File: config.mk
export PLATFORM = sky130hd
export DESIGN_NAME = leaderboard_ranked
export DESIGN_NICKNAME = d
export VERILOG_FILES = /design/src/rtl/leaderboard_ranked.sv
export SDC_FILE = /design/constraint.sdc
export NUM_CORES = 1
export LEC_CHECK = 0
export ABC_CLOCK_PERIOD_IN_PS = 6000
export BUFFER_PORTS_ARGS = -buffer_cell sky130_fd_sc_hd__buf_2
export CELL_PAD_IN_SITES_DETAIL_PLACEMENT = 1
export CELL_PAD_IN_SITES_GLOBAL_PLACEMENT = 1
export CORE_MARGIN = 4
export CORE_UTILIZATION = 46
export DETAILED_ROUTE_END_ITERATION = 8
export PLACE_DENSITY_LB_ADDON = 0.1
export SYNTH_ARGS = -nofsm -noshare
export SYNTH_HDL_FRONTEND = slang
export SYNTH_SLANG_ARGS = --single-unit
export TNS_END_PERCENT = 5
File: constraint.sdc
create_clock -name clk -period 6 [get_ports clk]
set_input_delay 0.9 -clock clk [delete_from_list [all_inputs] [get_ports clk]]
set_output_delay 0.9 -clock clk [all_outputs]
set_load 0.1 [all_outputs]
File: src/rtl/leaderboard_ranked.sv
// Two ranked boards of run times: the fast board keeps the DEPTH smallest times and the slow board keeps the DEPTH largest.
// Each accepted time passes through a compare cycle and then a shift/write cycle, which emits one-cycle rank pulses.
module leaderboard_ranked #(
  parameter int unsigned TIME_W = 39,
  parameter int unsigned DEPTH  = 3,
  parameter int unsigned CNT_W  = $clog2(DEPTH + 1)
) (
  input  logic                      clk,
  input  logic                      reset,
  input  logic [1:0]                stopwatch_mode,
  input  logic                      time_valid,
  input  logic [TIME_W-1:0]         time_in,
  output logic                      in_ready,
  input  logic                      clear,
  output logic [DEPTH*TIME_W-1:0]   fast_board,
  output logic [DEPTH*TIME_W-1:0]   slow_board,
  output logic [CNT_W-1:0]          fast_count,
  output logic [CNT_W-1:0]          slow_count,
  output logic [DEPTH-1:0]          fast_rank_pulse,
  output logic [DEPTH-1:0]          slow_rank_pulse
);

  localparam logic [1:0] MODE_RUN = 2'b01;

  typedef enum logic [1:0] {
    IDLE,
    CMP,
    WR
  } state_t;

  state_t                          state;
  logic [TIME_W-1:0]               pend;
  logic [CNT_W-1:0]                pf;
  logic [CNT_W-1:0]                ps;
  logic [CNT_W-1:0]                pf_c;
  logic [CNT_W-1:0]                ps_c;
  logic [DEPTH-1:0][TIME_W-1:0]    fast_q;
  logic [DEPTH-1:0][TIME_W-1:0]    slow_q;
  logic                            accept_c;

  // Entry k sits at [k*TIME_W +: TIME_W], which is exactly the packed array layout.
  assign fast_board = fast_q;
  assign slow_board = slow_q;

  assign accept_c = (state == IDLE) && in_ready && time_valid && !clear
                    && (stopwatch_mode == MODE_RUN) && (time_in != '0);

  // Insertion ranks: ties keep the existing entry ahead of the new time.
  always_comb begin
    pf_c = '0;
    ps_c = '0;
    for (int unsigned k = 0; k < DEPTH; k++) begin
      if ((CNT_W'(k) < fast_count) && (fast_q[k] <= pend)) pf_c = pf_c + CNT_W'(1);
      if ((CNT_W'(k) < slow_count) && (slow_q[k] >= pend)) ps_c = ps_c + CNT_W'(1);
    end
  end

  always_ff @(posedge clk) begin
    if (reset) begin
      state           <= IDLE;
      in_ready        <= 1'b1;
      pend            <= '0;
      pf              <= '0;
      ps              <= '0;
      fast_q          <= '0;
      slow_q          <= '0;
      fast_count      <= '0;
      slow_count      <= '0;
      fast_rank_pulse <= '0;
      slow_rank_pulse <= '0;
    end else begin
      fast_rank_pulse <= '0;
      slow_rank_pulse <= '0;
      if (clear) begin
        // Any in-flight time is dropped without a partial write.
        state      <= IDLE;
        in_ready   <= 1'b1;
        fast_q     <= '0;
        slow_q     <= '0;
        fast_count <= '0;
        slow_count <= '0;
      end else begin
        case (state)
          IDLE: begin
            if (accept_c) begin
              pend     <= time_in;
              state    <= CMP;
              in_ready <= 1'b0;
            end
          end

          CMP: begin
            pf    <= pf_c;
            ps    <= ps_c;
            state <= WR;
          end

          WR: begin
            if (pf < CNT_W'(DEPTH)) begin
              for (int unsigned k = 1; k < DEPTH; k++) begin
                if (CNT_W'(k) > pf) fast_q[k] <= fast_q[k-1];
              end
              for (int unsigned k = 0; k < DEPTH; k++) begin
                if (CNT_W'(k) == pf) fast_q[k] <= pend;
              end
              if (fast_count < CNT_W'(DEPTH)) fast_count <= fast_count + CNT_W'(1);
              fast_rank_pulse <= DEPTH'(1) << pf;
            end
            if (ps < CNT_W'(DEPTH)) begin
              for (int unsigned k = 1; k < DEPTH; k++) begin
                if (CNT_W'(k) > ps) slow_q[k] <= slow_q[k-1];
              end
              for (int unsigned k = 0; k < DEPTH; k++) begin
                if (CNT_W'(k) == ps) slow_q[k] <= pend;
              end
              if (slow_count < CNT_W'(DEPTH)) slow_count <= slow_count + CNT_W'(1);
              slow_rank_pulse <= DEPTH'(1) << ps;
            end
            state    <= IDLE;
            in_ready <= 1'b1;
          end

          default: begin
            state    <= IDLE;
            in_ready <= 1'b1;
          end
        endcase
      end
    end
  end

endmodule
Word-level counts from Yosys, hierarchy flattened
Index checks and enable logic that the tools add are counted.

Logic and storage cells: 108. Output and inout bits: 245. Bits in registers: 290.

Muxes and demuxes: 18. Magnitude comparators: 20. Bitwise gates (word level): 5. Shift operators: 2. Add/sub/neg operators: 6. Equal/unequal tests: 8. Reduce and logical (&&, ||, !) cells: 34.

Operators with widths (number): $mux 39 (8); $ge 39x39->1 (3); $le 39x39->1 (3); $reduce_bool 39->1 (1); $reduce_and 3->1 (9); $add 2x1->2 const B (6); $logic_and 1x1->1 (11); $mux 2 (5); $lt 1x2->1 const A (4); $lt 2x2->1 const B (4); $reduce_bool 2->1 (4); $reduce_or 4->1 (2); $logic_not 2->1 (3); $shl 1x2->3 const A (2); $not 1->1 (5); $eq 1x2->1 const A (2); $eq 2x1->1 const B (2); $eq 2x2->1 const A (2); $gt 1x2->1 const A (2); $gt 2x2->1 const A (2); $lt 2x2->1 const A (2); $pmux 2 s2 (1); $reduce_and 2->1 (2); $mux 1 (3); other kinds (5) (5).

Longest topological paths before layout
Depth after elaboration: 8. Mapped depth: 14. Mapped depth without buffers: 14.

Worst setup path before layout
OpenSTA, ideal clock, no wires.

Path type: flip-flop to flip-flop. Start: register fast_q, in the netlist fast_board[24]. End: register pf[0]. Stages on the path, launching flop included: 13. Required time: 5.914 ns. Path slack: 2.463 ns. Library setup time: 0.086 ns. Clock period less this slack: 3.537 ns. Arrival time: 3.452 ns. Cell sequence: dfxtp_1 > ha_1 > a21o_1 > a21o_1 > a21oi_1 > nor2_1 > a2111oi_0 > nor2_1 > o31a_1 > a311o_1 > ha_1 > xor2_1 > a211oi_1.

Cells in the longest elaborated chain, start to end: 7.

Ends and longest elaborated chain: start: declaration (line 37) `logic [DEPTH-1:0][TIME_W-1:0] fast_q;`; start signal: indexed assignment (line 101) `if (CNT_W'(k) > pf) fast_q[k] <= fast_q[k-1];`; start signal: indexed assignment (line 104) `if (CNT_W'(k) == pf) fast_q[k] <= pend;`; $le 39x39->1 (*) (line 53) `if ((CNT_W'(k) < fast_count) && (fast_q[k] <= pend)) pf_c = pf_c + CNT_W'(1);`; $logic_and 1x1->1 (*) (line 53); $mux 1 (*) (line 53); $add 2x1->2 (line 53); $mux 2 (*) (line 53); $add 2x1->2 (line 53); $mux 2 (*) (line 53); end signal: assignment (line 93) `pf <= pf_c;`; end: declaration (line 33) `logic [CNT_W-1:0] pf;`.

Every way passes the cells marked *; elsewhere a longest branch is shown, timed or not. A chain may end at the register's enable or synchronous reset.

Final worst setup path
Start: register pend[1]. End: register pf[0].

Cells in the longest elaborated chain, start to end: 7.

Ends and longest elaborated chain: start: declaration (line 32) `logic [TIME_W-1:0] pend;`; start signal: assignment (line 86) `pend <= time_in;`; $le 39x39->1 (line 53); $logic_and 1x1->1 (line 53); $mux 1 (line 53); $add 2x1->2 (line 53); $mux 2 (line 53); $add 2x1->2 (line 53); $mux 2 (*) (line 53).

Marked as above.

==> run_results.csv <==
group,metric,value,unit
placement,hpwl,47.5,mm
detailed_routing,detail_route.vias_per_cell,6.11,
floorplan,die_span_in_x,199,um
timing,final.min_clock_period,3.66,ns
floorplan,rows,69,
detailed_routing,drcViolationCount,0,
detailed_routing,drt.antenna.violating_nets,0,
timing,final_hold_viol_count,0,
synth,synth.yosys.seq_area_share,34.6,%
critical_path,crit-reg2reg-launch,"pend[1]",
critical_path,timing.critical_path.slowest_cell_delay,0.67,ns
detailed_routing,routedWlPerCell,24.8,um
hold_path,hold_path_depth,2,
synth,synth_edf_count,0,
hold_path,min_from,"slow_board[1]",
clock_network,clock_tree_from_tritoncts,"yes",
critical_path,critPathKind,"register to register",
timing,grt_setup_unrepaired,"false",
timing,worst_slew_pin_slew,1.29,ns
floorplan,dieHeight,199,um
placement,placed_cell_area,18600,um^2
grt,busiest_layer,"met2",
clock_network,ctsLongestPathBuffers,3,
critical_path,reg2reg_to,"pf[0]",
timing,drv_slew,0,
layout,layout.cell_area.non_filler,19900,um^2
grt,use_met3,3.73,%
clock_network,h-tree-depth,2,
placement,finalWeightedCongestion,0.921,
critical_path,critical-path-slowest-cell,"sky130_fd_sc_hd__a2111oi_0",
critical_path,end_kind,"register",
floorplan,floorplan.io_pins,290,
hold_path,hold_path_end,"slow_board[1]",
placement,port_buffers,289,
synth,ys_seq_elements,290,
clock_network,post-cts-setup-buffer-count,0,
grt,grt_antenna_before_repair,0,
synth,postSynthNetCount,2222,
grt,grt_use_total,32.2,%
floorplan,floorplan.initialDensity,46.9,%
timing,final-setup-viol-count,0,
critical_path,crit_path_cell_trace,"inv_1 -> ha_1 -> nor2b_1 -> o21ai_0 -> nand2b_1 -> a21oi_1 -> nor2_1 -> a2111oi_0 -> o211ai_1 -> a311o_1 -> ha_1 -> xor2_1 -> a211oi_1",
synth,synth_cells,1935,
grt,first_global_vias,16400,
synth,synth_flop_cell,"sky130_fd_sc_hd__dfxtp_1",
layout,most-common-layout-cells,"sky130_fd_sc_hd__buf_2 (289), sky130_fd_sc_hd__dfxtp_1 (288), sky130_fd_sc_hd__nor2_1 (278)",
clock_network,cts_resized,0,
detailed_routing,route.final.wire_length,65.7,mm
synth,synth_cell_types,50,
clock_network,cts.sink_count,290,
grt,first_pass_grt_wire_length,99.3,mm
layout,final_layout_size_suffix_gt1_share,17.6,%
grt,grt.overflow.total,0,
floorplan,dieArea,39600,um^2
timing,fin_worst_skew,0.0103,ns
critical_path,worst_ep_required_time,6.43,ns
critical_path,worst_r2r_path_cells,13,
clock_network,clk_latency,0.53,ns
detailed_routing,drtIter0Drc,954,
grt,grt_use_met2,54.4,%
layout,area_growth_syn_to_layout,18.4,%
detailed_routing,drtPass1Iterations,5,
synth,post_synth_main_area_contributors,"sky130_fd_sc_hd__dfxtp_1 (35%), sky130_fd_sc_hd__ha_1 (18%), sky130_fd_sc_hd__mux2i_1 (9.5%)",
pwr,vdd_ir_drop_max,0.177,mV
detailed_routing,routed-via-count,16200,
clock_network,clk_transition_reported_paths,0.06,ns
layout,final_net_count,2454,
critical_path,setup_crit_start,"pend[1]",
timing,finalSetupTns,0,ns
grt,grt_start_max_net_pins,98,
clock_network,numCtsBuffers,36,
clock_network,cts_hold_buffers,0,
critical_path,reg2reg_setup_slack,2.34,ns
synth,synth_area,16800,um^2
critical_path,critical_path_peak_fanout,7,
job,cap_violations,0,
hold_path,holdCritPathClass,"register to register",
synth,synth_top_cell_by_area,"sky130_fd_sc_hd__dfxtp_1",
critical_path,worst_ep_arrival_time,4.09,ns
pwr,power_density,233,nW/um^2
timing,highest_clock_rate,0.273,GHz
synth,synthDominantCellAreaShare,34.6,%
layout,insertedDiodeCount,0,
pwr,power.static_leakage,8.36,nW
timing,max-slew-margin-rel,14.2,%
critical_path,critPathLaunchType,"register",
critical_path,crit_top_cell,"sky130_fd_sc_hd__ha_1",
timing,timing.final.crit_share,61.0,%
pwr,total_power,0.00462,W
synth,synth.avg_cell_area,8.66,um^2
layout,layout_commonest_cell,"sky130_fd_sc_hd__buf_2",
synth,synth-async-reset-ratio,0,%
synth,yosys_warn_count,0,
floorplan,coreArea,35700,um^2
status,status,"completed",
clock_network,cts_root_buf,"sky130_fd_sc_hd__clkbuf_16",
grt,globalRouteMet1Util,44.4,%
layout,fill_cells,4275,
[kinds of logic (layout without fill, tap and decap cells)]
family | after synthesis | count (layout) | synth area share (%)
AND/OR/NAND/NOR | 592 | 592 | 15.1
AO/OA/AOI/OAI | 484 | 484 | 18.8
flip-flops | 290 | 290 | 34.6
adder cells (fa/ha/maj) | 242 | 242 | 18.1
buffers and inverters | 164 | 420 | 3.73
multiplexers | 159 | 159 | 9.49
XOR/XNOR | 4 | 4 | 0.209
[how the worst max path moves through the flow]
stage	cells past startpoint	slack [ns]	end
finish	13	2.34	pf[0]
global route	13	2.17	pf[0]
CTS	13	2.33	pf[0]
detailed placement	8	2.28	pend[26]
global placement	8	2.40	pend[12]
floorplan	12	2.46	pf[0]
[power breakdown]
part / internal (W) / switching, W / total (W) / leakage [nW]
clock: 0.00150 / 0.000868 / 0.00237 / 0.631
sequential: 0.00193 / 0.0000157 / 0.00195 / 2.34
combinational: 0.0000940 / 0.000215 / 0.000309 / 5.39
total: 0.00353 / 0.00110 / 0.00462 / 8.36
[worst max-delay path: cells and delay by family, from the launching register on]
family,cells,cell delay (ns)
AOI/OAI and AO/OA,6,1.86
adders and majority gates,2,0.62
DFF,1,0.44
and+or+nand+nor,3,0.28
buffers and inverters,1,0.20
xor gates and xnor gates,1,0.17
[sequential cells by signal (all words and copies together) (netlist names)]
register         flops
fast_board         117
slow_rank_pulse      3
pf                   2
in_ready             1
state                2
pend                39
fast_count           2
ps                   2
slow_board         117
fast_rank_pulse      3
slow_count           2
[metrics by stage]
step,hold slack (ns),util (%),worst slack [ns],std cells
floorplan,0.493,-,2.46,1935
global placement,0.489,52.0,2.40,2590
detailed placement,0.489,52.0,2.28,2590
CTS,0.511,55.5,2.33,2652
global route,0.538,55.5,2.17,2652
finish,0.510,55.5,2.34,2652
[per-layer routing]
metal | share of wire [%] | up-vias | wire [um]
met5 | 0 | - | 0
met4 | 2.0 | 0 | 1310
met3 | 5.8 | 77 | 3790
met2 | 48 | 533 | 31500
met1 | 44 | 8103 | 29100
li1 | - | 7479 | -
[synth_stat cells (2+ instances only)]
master,n
sky130_fd_sc_hd__buf_2,8
sky130_fd_sc_hd__inv_1,50
sky130_fd_sc_hd__o31a_1,4
sky130_fd_sc_hd__o211ai_1,7
sky130_fd_sc_hd__nand3_1,15
sky130_fd_sc_hd__o21ai_0,34
sky130_fd_sc_hd__a211oi_1,164
sky130_fd_sc_hd__a311oi_1,2
sky130_fd_sc_hd__buf_1,14
sky130_fd_sc_hd__or3_1,3
sky130_fd_sc_hd__nor3b_1,2
sky130_fd_sc_hd__a21o_1,63
sky130_fd_sc_hd__nor4_1,15
sky130_fd_sc_hd__a21oi_1,178
sky130_fd_sc_hd__nand4_1,55
sky130_fd_sc_hd__o21a_1,9
sky130_fd_sc_hd__dfxtp_1,290
sky130_fd_sc_hd__and3_1,3
sky130_fd_sc_hd__nor2_1,281
sky130_fd_sc_hd__mux2i_1,159
sky130_fd_sc_hd__a2111oi_0,4
sky130_fd_sc_hd__nand2_1,180
sky130_fd_sc_hd__ha_1,242
sky130_fd_sc_hd__a31oi_1,5
sky130_fd_sc_hd__nor3_1,9
sky130_fd_sc_hd__clkbuf_1,92
sky130_fd_sc_hd__nor2b_1,17
sky130_fd_sc_hd__xnor2_1,3
sky130_fd_sc_hd__nand2b_1,6
[layout make-up]
cell class	instances	area [um^2]	area share, %
Clock buffer	48	1030	5.17
Multi-Input combinational cell	1481	10400	52.4
Clock inverter	14	245	1.24
Timing Repair Buffer	308	1600	8.07
Sequential cell	290	5810	29.3
Inverter	50	188	0.945
Tap cell	461	577	2.91
No activity file was read; power rests on OpenSTA's default activity.
